==> src/rtl/barrel_shifter_pkg.sv <==
// Shared types and helpers for the pipelined barrel shifter.
// Anything that depends on WIDTH lives in the modules, not here.
package barrel_shifter_pkg;

   typedef enum logic [1:0] {
      SH_LSR = 2'b00,
      SH_LSL = 2'b01,
      SH_ASR = 2'b10,
      SH_ROR = 2'b11
   } shift_mode_e;

   // Reverses the low w bits of d; bits at w and above come back as zero.
   function automatic logic [63:0] bitrev(input logic [63:0] d, input int w);
      logic [63:0] r;
      r = '0;
      for (int i = 0; i < 64; i++) begin
         if (i < w) r[6'(i)] = d[6'(w - 1 - i)];
      end
      return r;
   endfunction

endpackage

==> src/rtl/barrel_shifter_pipe_shift_level.sv <==
// One log2 mux level of the right-shift core: shifts by DIST when enabled.
// ROR wraps the low bits around; the other modes fill and record lost bits.
module shift_level
   import barrel_shifter_pkg::*;
#(
   parameter int WIDTH = 8,
   parameter int DIST  = 1
) (
   input  logic [WIDTH-1:0] i_data,
   input  logic             i_en,
   input  shift_mode_e      i_mode,
   input  logic             i_fill,
   input  logic             i_lost,
   output logic [WIDTH-1:0] o_data,
   output logic             o_lost
);

   always_comb begin
      o_data = i_data;
      o_lost = i_lost;
      if (i_en) begin
         if (i_mode == SH_ROR) begin
            o_data = {i_data[DIST-1:0], i_data[WIDTH-1:DIST]};
         end else begin
            o_data = {{DIST{i_fill}}, i_data[WIDTH-1:DIST]};
            o_lost = i_lost | (|i_data[DIST-1:0]);
         end
      end
   end

endmodule

==> src/rtl/barrel_shifter_pipe.sv <==
// Pipelined multi-mode barrel shifter with elastic stages and a sticky lost flag.
// LSL runs through the right-shift core with the operand bit-reversed in and out.
module barrel_shifter_pipe
   import barrel_shifter_pkg::*;
#(
   parameter  int WIDTH   = 8,
   parameter  int STAGES  = 2,
   localparam int SHAMT_W = $clog2(WIDTH)
) (
   input  logic               clk,
   input  logic               rst_n,
   input  logic               in_valid,
   output logic               in_ready,
   input  logic [WIDTH-1:0]   in_data,
   input  logic [SHAMT_W-1:0] in_shamt,
   input  logic [1:0]         in_mode,
   output logic               out_valid,
   input  logic               out_ready,
   output logic [WIDTH-1:0]   out_data,
   output logic               out_lost
);

   logic [STAGES-1:0]  r_valid;
   logic [STAGES-1:0]  r_lost;
   logic               r_fill  [STAGES];
   logic [WIDTH-1:0]   r_data  [STAGES];
   logic [SHAMT_W-1:0] r_shamt [STAGES];
   shift_mode_e        r_mode  [STAGES];

   logic [STAGES-1:0]  w_in_valid;
   logic [STAGES-1:0]  w_in_fill;
   logic [STAGES-1:0]  w_in_lost;
   logic [STAGES-1:0]  w_next_lost;
   logic [STAGES-1:0]  w_load;
   logic [WIDTH-1:0]   w_in_data   [STAGES];
   logic [WIDTH-1:0]   w_next_data [STAGES];
   logic [SHAMT_W-1:0] w_in_shamt  [STAGES];
   shift_mode_e        w_in_mode   [STAGES];
   logic [WIDTH-1:0]   w_pre_data;

   assign w_pre_data = (in_mode == SH_LSL) ? WIDTH'(bitrev(64'(in_data), WIDTH)) : in_data;

   for (genvar s = 0; s < STAGES; s++) begin : g_stage
      if (s == 0) begin : g_src
         assign w_in_valid[s] = in_valid;
         assign w_in_data[s]  = w_pre_data;
         assign w_in_shamt[s] = in_shamt;
         assign w_in_mode[s]  = shift_mode_e'(in_mode);
         assign w_in_fill[s]  = (in_mode == SH_ASR) & in_data[WIDTH-1];
         assign w_in_lost[s]  = 1'b0;
      end else begin : g_src
         assign w_in_valid[s] = r_valid[s-1];
         assign w_in_data[s]  = r_data[s-1];
         assign w_in_shamt[s] = r_shamt[s-1];
         assign w_in_mode[s]  = r_mode[s-1];
         assign w_in_fill[s]  = r_fill[s-1];
         assign w_in_lost[s]  = r_lost[s-1];
      end

      // Every level is walked here; only those mapped to this stage do any work.
      for (genvar k = 0; k < SHAMT_W; k++) begin : g_lvl
         logic [WIDTH-1:0] w_d_in;
         logic [WIDTH-1:0] w_d_out;
         logic             w_l_in;
         logic             w_l_out;

         if (k == 0) begin : g_head
            assign w_d_in = w_in_data[s];
            assign w_l_in = w_in_lost[s];
         end else begin : g_link
            assign w_d_in = g_lvl[k-1].w_d_out;
            assign w_l_in = g_lvl[k-1].w_l_out;
         end

         if ((k * STAGES) / SHAMT_W == s) begin : g_active
            shift_level #(
               .WIDTH (WIDTH),
               .DIST  (1 << k)
            ) u_level (
               .i_data (w_d_in),
               .i_en   (w_in_shamt[s][k]),
               .i_mode (w_in_mode[s]),
               .i_fill (w_in_fill[s]),
               .i_lost (w_l_in),
               .o_data (w_d_out),
               .o_lost (w_l_out)
            );
         end else begin : g_bypass
            assign w_d_out = w_d_in;
            assign w_l_out = w_l_in;
         end
      end

      if (s == STAGES - 1) begin : g_post
         assign w_next_data[s] = (w_in_mode[s] == SH_LSL)
                               ? WIDTH'(bitrev(64'(g_lvl[SHAMT_W-1].w_d_out), WIDTH))
                               : g_lvl[SHAMT_W-1].w_d_out;
      end else begin : g_post
         assign w_next_data[s] = g_lvl[SHAMT_W-1].w_d_out;
      end
      assign w_next_lost[s] = g_lvl[SHAMT_W-1].w_l_out;

      // A stage can take new data if any stage from here to the output has a hole.
      assign w_load[s] = out_ready | ~(&r_valid[STAGES-1:s]);
   end

   always_ff @(posedge clk or negedge rst_n) begin
      if (!rst_n) begin
         r_valid <= '0;
         r_lost  <= '0;
         for (int s = 0; s < STAGES; s++) begin
            r_fill[s]  <= 1'b0;
            r_data[s]  <= '0;
            r_shamt[s] <= '0;
            r_mode[s]  <= SH_LSR;
         end
      end else begin
         for (int s = 0; s < STAGES; s++) begin
            if (w_load[s]) begin
               r_valid[s] <= w_in_valid[s];
               if (w_in_valid[s]) begin
                  r_data[s]  <= w_next_data[s];
                  r_shamt[s] <= w_in_shamt[s];
                  r_mode[s]  <= w_in_mode[s];
                  r_fill[s]  <= w_in_fill[s];
                  r_lost[s]  <= w_next_lost[s];
               end
            end
         end
      end
   end

   assign in_ready  = w_load[0];
   assign out_valid = r_valid[STAGES-1];
   assign out_data  = r_data[STAGES-1];
   assign out_lost  = r_lost[STAGES-1];

endmodule

==> config.mk <==
export PLATFORM = sky130hd
export DESIGN_NAME = barrel_shifter_pipe
export DESIGN_NICKNAME = d
export VERILOG_FILES = /design/src/rtl/barrel_shifter_pkg.sv /design/src/rtl/barrel_shifter_pipe_shift_level.sv /design/src/rtl/barrel_shifter_pipe.sv
export SDC_FILE = /design/constraint.sdc
export NUM_CORES = 1
export LEC_CHECK = 0
export CORE_ASPECT_RATIO = 0.75
export CORE_UTILIZATION = 57
export CTS_CLUSTER_SIZE = 24
export DETAILED_ROUTE_END_ITERATION = 12
export PLACE_DENSITY_LB_ADDON = 0.2
export SLEW_MARGIN = 20
export SYNTH_ARGS = -nofsm -noshare
export SYNTH_HDL_FRONTEND = slang
export SYNTH_HIERARCHICAL = 1
export SYNTH_SLANG_ARGS = --single-unit
==> constraint.sdc <==
create_clock -name clk -period 4.9 [get_ports clk]
set_clock_uncertainty 0.1 [all_clocks]
set_input_delay 0.735 -clock clk [delete_from_list [all_inputs] [get_ports clk]]
set_output_delay 0.735 -clock clk [all_outputs]
set_load 0.005 [all_outputs]
Yosys cells after proc, flatten, opt, wreduce, memory -nomap -nowiden
Cells that the tools add are included.
{ "totals": {"register_bits": 26, "inputBits": 17, "output_inout_bits": 11, "word_cells": 40} }
{ "op_classes": {"n_eq_ne": 5, "mux": 14, "bitwise": 7, "n_reduce_logical": 5} }
{ "ops": {"columns": ["op", "count"], "rows": [
  ["two-way mux 8 bit", 8],
  ["equality test 2 bit (second input constant)", 3],
  ["two-way mux 1 bit", 6],
  ["AND reduction 2 bit", 3],
  ["equality test 2 x 1 -> 1 bit (second input constant)", 2],
  ["bitwise OR 1 bit", 4],
  ["OR reduction 4 bit", 1],
  ["inverter 1 bit", 2],
  ["OR reduction 2 bit", 1],
  ["AND 1 bit", 1]
]} }

Depth between registers and ports, before layout
{ "depth": {"word_depth": 8, "mapped_depth": 9, "ltp_nobuf": 8} }

Hierarchy
Netlist, hierarchy kept.
{ "modules_own_cells": {"columns": ["module", "instances", "cells_each", "area_per_inst_um2", "seq_area_each_um2"], "rows": [
  ["barrel_shifter_pipe", 1, 116, 1206.2, 600.6],
  ["shift_level (g_stage[0].g_lvl[1].g_active.u_level)", 1, 17, 171.4, 0.0],
  ["shift_level (g_stage[1].g_lvl[2].g_active.u_level)", 1, 22, 163.9, 0.0],
  ["shift_level (g_stage[0].g_lvl[0].g_active.u_level)", 1, 14, 153.9, 0.0]
]} }

Worst setup path after synthesis
No wires, ideal clock.
{ "synth_path": {"path_type": "input port to flip-flop", "start": "in in_mode[1]", "end": "reg r_lost[0]", "setup_ps": 125, "arrival_time_ps": 1970, "t_required_ps": 4675, "slack_ps": 2704, "stages": 8, "path_buffers": 1, "cell_sequence": "nand2b_1 -> clkbuf_1 -> nand2_1 -> nand2_1 -> mux2_4 -> a2bb2oi_1 -> a21o_1 -> mux2_4"} }
{ "synth_between": {"elab_cells_between_ends": 11, "cone_classes": "eq/ne: 2; mux: 7; bitwise: 1; reduce/logical: 1"} }
{ "synth_rtl": {"columns": ["element", "line", "text"], "rows": [
  ["start: declaration", "barrel_shifter_pipe.sv:16", "input logic [1:0] in_mode,"],
  ["equality test 2 x 1 -> 1 bit", "barrel_shifter_pipe.sv:41", "assign w_pre_data = (in_mode == SH_LSL) ? WIDTH'(bitrev(64'(in_data), WIDTH)) : in_data;"],
  ["two-way mux 8 bit", "barrel_shifter_pipe.sv:41", null],
  ["net g_stage[0].g_lvl[0].w_d_in[0]", "barrel_shifter_pipe.sv:62", "logic [WIDTH-1:0] w_d_in;"],
  ["two-way mux 8 bit", "barrel_shifter_pipe_shift_level.sv:21", "if (i_en) begin"],
  ["net g_stage[0].g_lvl[0].w_d_out[0]", "barrel_shifter_pipe.sv:63", "logic [WIDTH-1:0] w_d_out;"],
  ["OR reduction 2 bit", "barrel_shifter_pipe_shift_level.sv:26", "o_lost = i_lost | (|i_data[DIST-1:0]);"],
  ["bitwise OR 1 bit", "barrel_shifter_pipe_shift_level.sv:26", null],
  ["two-way mux 1 bit", "barrel_shifter_pipe_shift_level.sv:22", "if (i_mode == SH_ROR) begin"],
  ["two-way mux 1 bit", "barrel_shifter_pipe_shift_level.sv:21", null],
  ["net g_stage[0].g_lvl[1].w_l_out", "barrel_shifter_pipe.sv:65", "logic w_l_out;"],
  ["end signal: indexed assignment", "barrel_shifter_pipe.sv:126", "r_lost[s] <= w_next_lost[s];"],
  ["end: declaration", "barrel_shifter_pipe.sv:24", "logic [STAGES-1:0] r_lost;"]
]} }
The timed path passes the listed nets, and every way through them passes these cells.
A chain may end at the register's enable or synchronous reset.

Worst setup path after layout
Ends and elaborated chain as after synthesis.

==> reports/qor.csv <==
stage;metric;value;unit
pwr;p_leak;0.873;nW
yosys;synth_cell_types;31;
yosys;ys_seq_area_share;35.4;%
clocking;clockRootBuffer;clkbuf_8;
global_route;grt_overflow;0;
cells_and_area;final_cells;224;
timing;period_minus_slack;2.76;ns
timing;post-route-period-util;56.4;%
critical_path;crit_type;in2reg;
critical_path;cp-end-kind;flip-flop;
route;via_count;1327;
clocking;clk_path_buf_depth;2;
critical_path;cp_slowest_cell;clkdlybuf4s50_1;
timing;hold_violations;0;
global_route;grtUsageMet3;6.07;%
critical_path;path_cells;clkdlybuf4s50_1 -> nand2b_1 -> nand2_1 -> nand2_1 -> mux2_4 -> a2bb2oi_1 -> a21o_1 -> mux2_4;
placement;dp_hpwl;2750;um
yosys;synth_area;1700;sq um
cells_and_area;syn2layout_area_growth;16.5;%
pwr;clkPwrFrac;20.5;%
global_route;grt_pass1_vias;1275;
clocking;hold_buffers;0;
job;max_cap_viol_count;0;
placement;io_buffers;27;
placement;dp.cells;220;
route;dr.pass1.iters;4;
yosys;synth_edf_count;0;
floorplan;die-width;65.0;um
floorplan;die_y;49.2;um
clocking;clkSlewWorstSetupHoldPaths;0.09;ns
min_path;hold_path.class;in2async;
route;vias_per_cell;5.92;
critical_path;critPathLaunchType;input pin;
timing;setup_tns;0;ns
cells_and_area;n_fill_cell;201;
global_route;grtUsageMet1;36.3;%
cells_and_area;antenna_cells;0;
yosys;synth_area_leader_cell;dfrtp_1;
critical_path;slowest_delay;0.59;ns
pwr;power_frac_comb;35.9;%
global_route;grt_use_total;25.9;%
cells_and_area;nNetsFinal;206;
cells_and_area;drive_above_1_share;22.9;%
global_route;grt-busiest-layer;met2;
global_route;grt_pass1_wl;6230;um
pwr;max-vdd-ir-drop;264;uV
clocking;h-tree-depth;1;
pwr;switching_share;31.0;%
critical_path;cp_max_fo;11;
timing;fmax;362;MHz
floorplan;io_pins;28;
cells_and_area;final_core_util;72.5;%
clocking;postCtsResizedCells;0;
critical_path;cp.arrival;2.82;ns
clocking;cts_tree;built;
route;routed_wirelength;3740;um
pwr;power.switching;0.000204;W
yosys;synth_most_common_cell;nand2_1;
timing;setup_viol;0;
yosys;async_flop_share;100;%
yosys;synth_ff_type;dfrtp_1;
yosys;ys_ff_latch;24;
yosys;netlist_instances;169;
critical_path;critPathRequiredTime;4.96;ns
route;wl_per_cell;16.7;um
clocking;insertion_delay;0.27;ns
yosys;avgSynthCellArea;10.0;sq um
timing;slew_violations;0;
floorplan;fp.dieArea;3200;sq um
yosys;synth_area_leaders;dfrtp_1, mux2_4, nand2_1, mux2_2, a41oi_1;
placement;gp_congestion;0.836;
global_route;use_met2;40.6;%
yosys;ys_top_cells_by_count;nand2_1, dfrtp_1, mux2_4;
global_route;grt_max_degree;25;
run_status;status;complete, no violations;
pwr;p_int;0.000454;W
pwr;seqPwrFrac;43.6;%
route;drc;0;
timing;tightest_slew;0.616;ns
floorplan;coreArea;2720;sq um
timing;grt_setup_unrepaired;false;
yosys;synth_warnings;6;
pwr;pwr_density_cell;333;nW/um^2
route;initialDrtViolationCount;68;
floorplan;start_util;62.3;%
clocking;cts_buffers;3;
timing;slew_headroom;58.9;%
yosys;syn_nets;186;
yosys;synth.top_cell.area_share;35.4;%
clocking;post_cts_buffers;0;
floorplan;num_rows;16;
route;drtAntennaViolNets;0;
clocking;clock_sinks;24;
global_route;antenna_found_initial;0;
-- through the flow --
| step | power (W) | setup slack, ns | hold slack (ns) | area [sq um] |
|---|---|---|---|---|
| after floorplan | 0.000429 | 2.70 | 0.339 | 1700 |
| after global placement | 0.000510 | 1.97 | 0.387 | 1920 |
| after detailed placement | 0.000522 | 1.90 | 0.401 | 1920 |
| after CTS | 0.000659 | 2.18 | 0.421 | 1980 |
| after global routing | 0.000693 | 2.01 | 0.373 | 1970 |
| final | 0.000658 | 2.14 | 0.325 | 1970 |
-- worst paths after layout --
| check | from | to | slack, ns | depth (start not counted) |
|---|---|---|---|---|
| worst max register to register | r_valid[0] | r_shamt[5] | 3.15 | 3 |
| worst max-delay path | in_mode[1] | r_lost[0] | 2.14 | 8 |
| min in group clk | r_lost[1] | r_lost[1] | 0.42 | 1 |
| worst min register to register | r_lost[1] | r_lost[1] | 0.42 | 1 |
| worst min-delay path | rst_n | g_stage[1].g_lvl[0].w_d_in[3] | 0.33 | 1 |
| max in group asynchronous | rst_n | out_data[1] | 4.02 | 1 |
-- sequential cells by signal (all words and copies together) (netlist names) --
signal                flops
g_stage.g_lvl.w_d_in      8
out_data                  8
r_fill                    1
r_lost                    2
r_mode                    2
r_shamt                   1
r_valid                   2
-- layer usage --
| layer | wire (um) | up-vias |
|---|---|---|
| li1 | - | 639 |
| met1 | 1740 | 624 |
| met2 | 1710 | 54 |
| met3 | 229 | 10 |
| met4 | 56 | 0 |
| met5 | 0 | - |
-- power groups by stage --
stage	logic [W]	registers, W	clock network [W]
global placement	0.000226	0.000284	0
floorplan	0.000156	0.000273	0
detailed placement	0.000235	0.000287	0
finish	0.000236	0.000287	0.000135
CTS	0.000236	0.000285	0.000137
global route	0.000257	0.000294	0.000142
-- final cells by class --
class	count	area, sq um	area share [%]
Clock buffer	4	55.1	2.79
Sequential cell	24	601	30.4
Multi-Input combinational cell	131	1000	50.7
Inverter	2	7.51	0.380
Tap cell	36	45.0	2.28
Timing Repair Buffer	27	265	13.4
-- cells in the final DEF, fill, tap and decap left out --
cell type,synthesis,routed
nand3_1,1,1
conb_1,1,1
a31oi_1,1,1
nor2_1,2,2
nand2_4,1,1
nand2b_1,10,10
a21o_1,1,1
a21bo_2,3,3
inv_1,1,1
or4_1,1,1
nand4_1,6,6
clkdlybuf4s50_1,0,26
nand3b_4,1,1
nor2b_1,2,2
a2bb2oi_1,1,1
mux2_4,23,23
nand2_1,44,44
a31o_1,1,1
a41oi_1,8,8
or2b_1,1,1
mux2_2,8,8
buf_2,2,1
a21oi_1,8,8
o211ai_1,6,6
clkbuf_8,0,4
inv_2,1,1
a31o_2,1,1
dfrtp_1,24,24
-- logic make-up (layout without fill, tap and decap cells) --
group	Yosys count	after routing	synth area share, %
simple gates	69	69	19.9
compound gates	30	30	13.3
other cells	1	1	0.221
buf+inv	14	33	5.53
mux	31	31	25.7
flops	24	24	35.4
-- critical path, delay by kind of cell --
kind	cells	cell delay, ns
mux	2	0.56
compound gates	2	0.34
buf+inv	1	0.59
simple gates	3	0.60
Power figures use the tool's default switching activity.
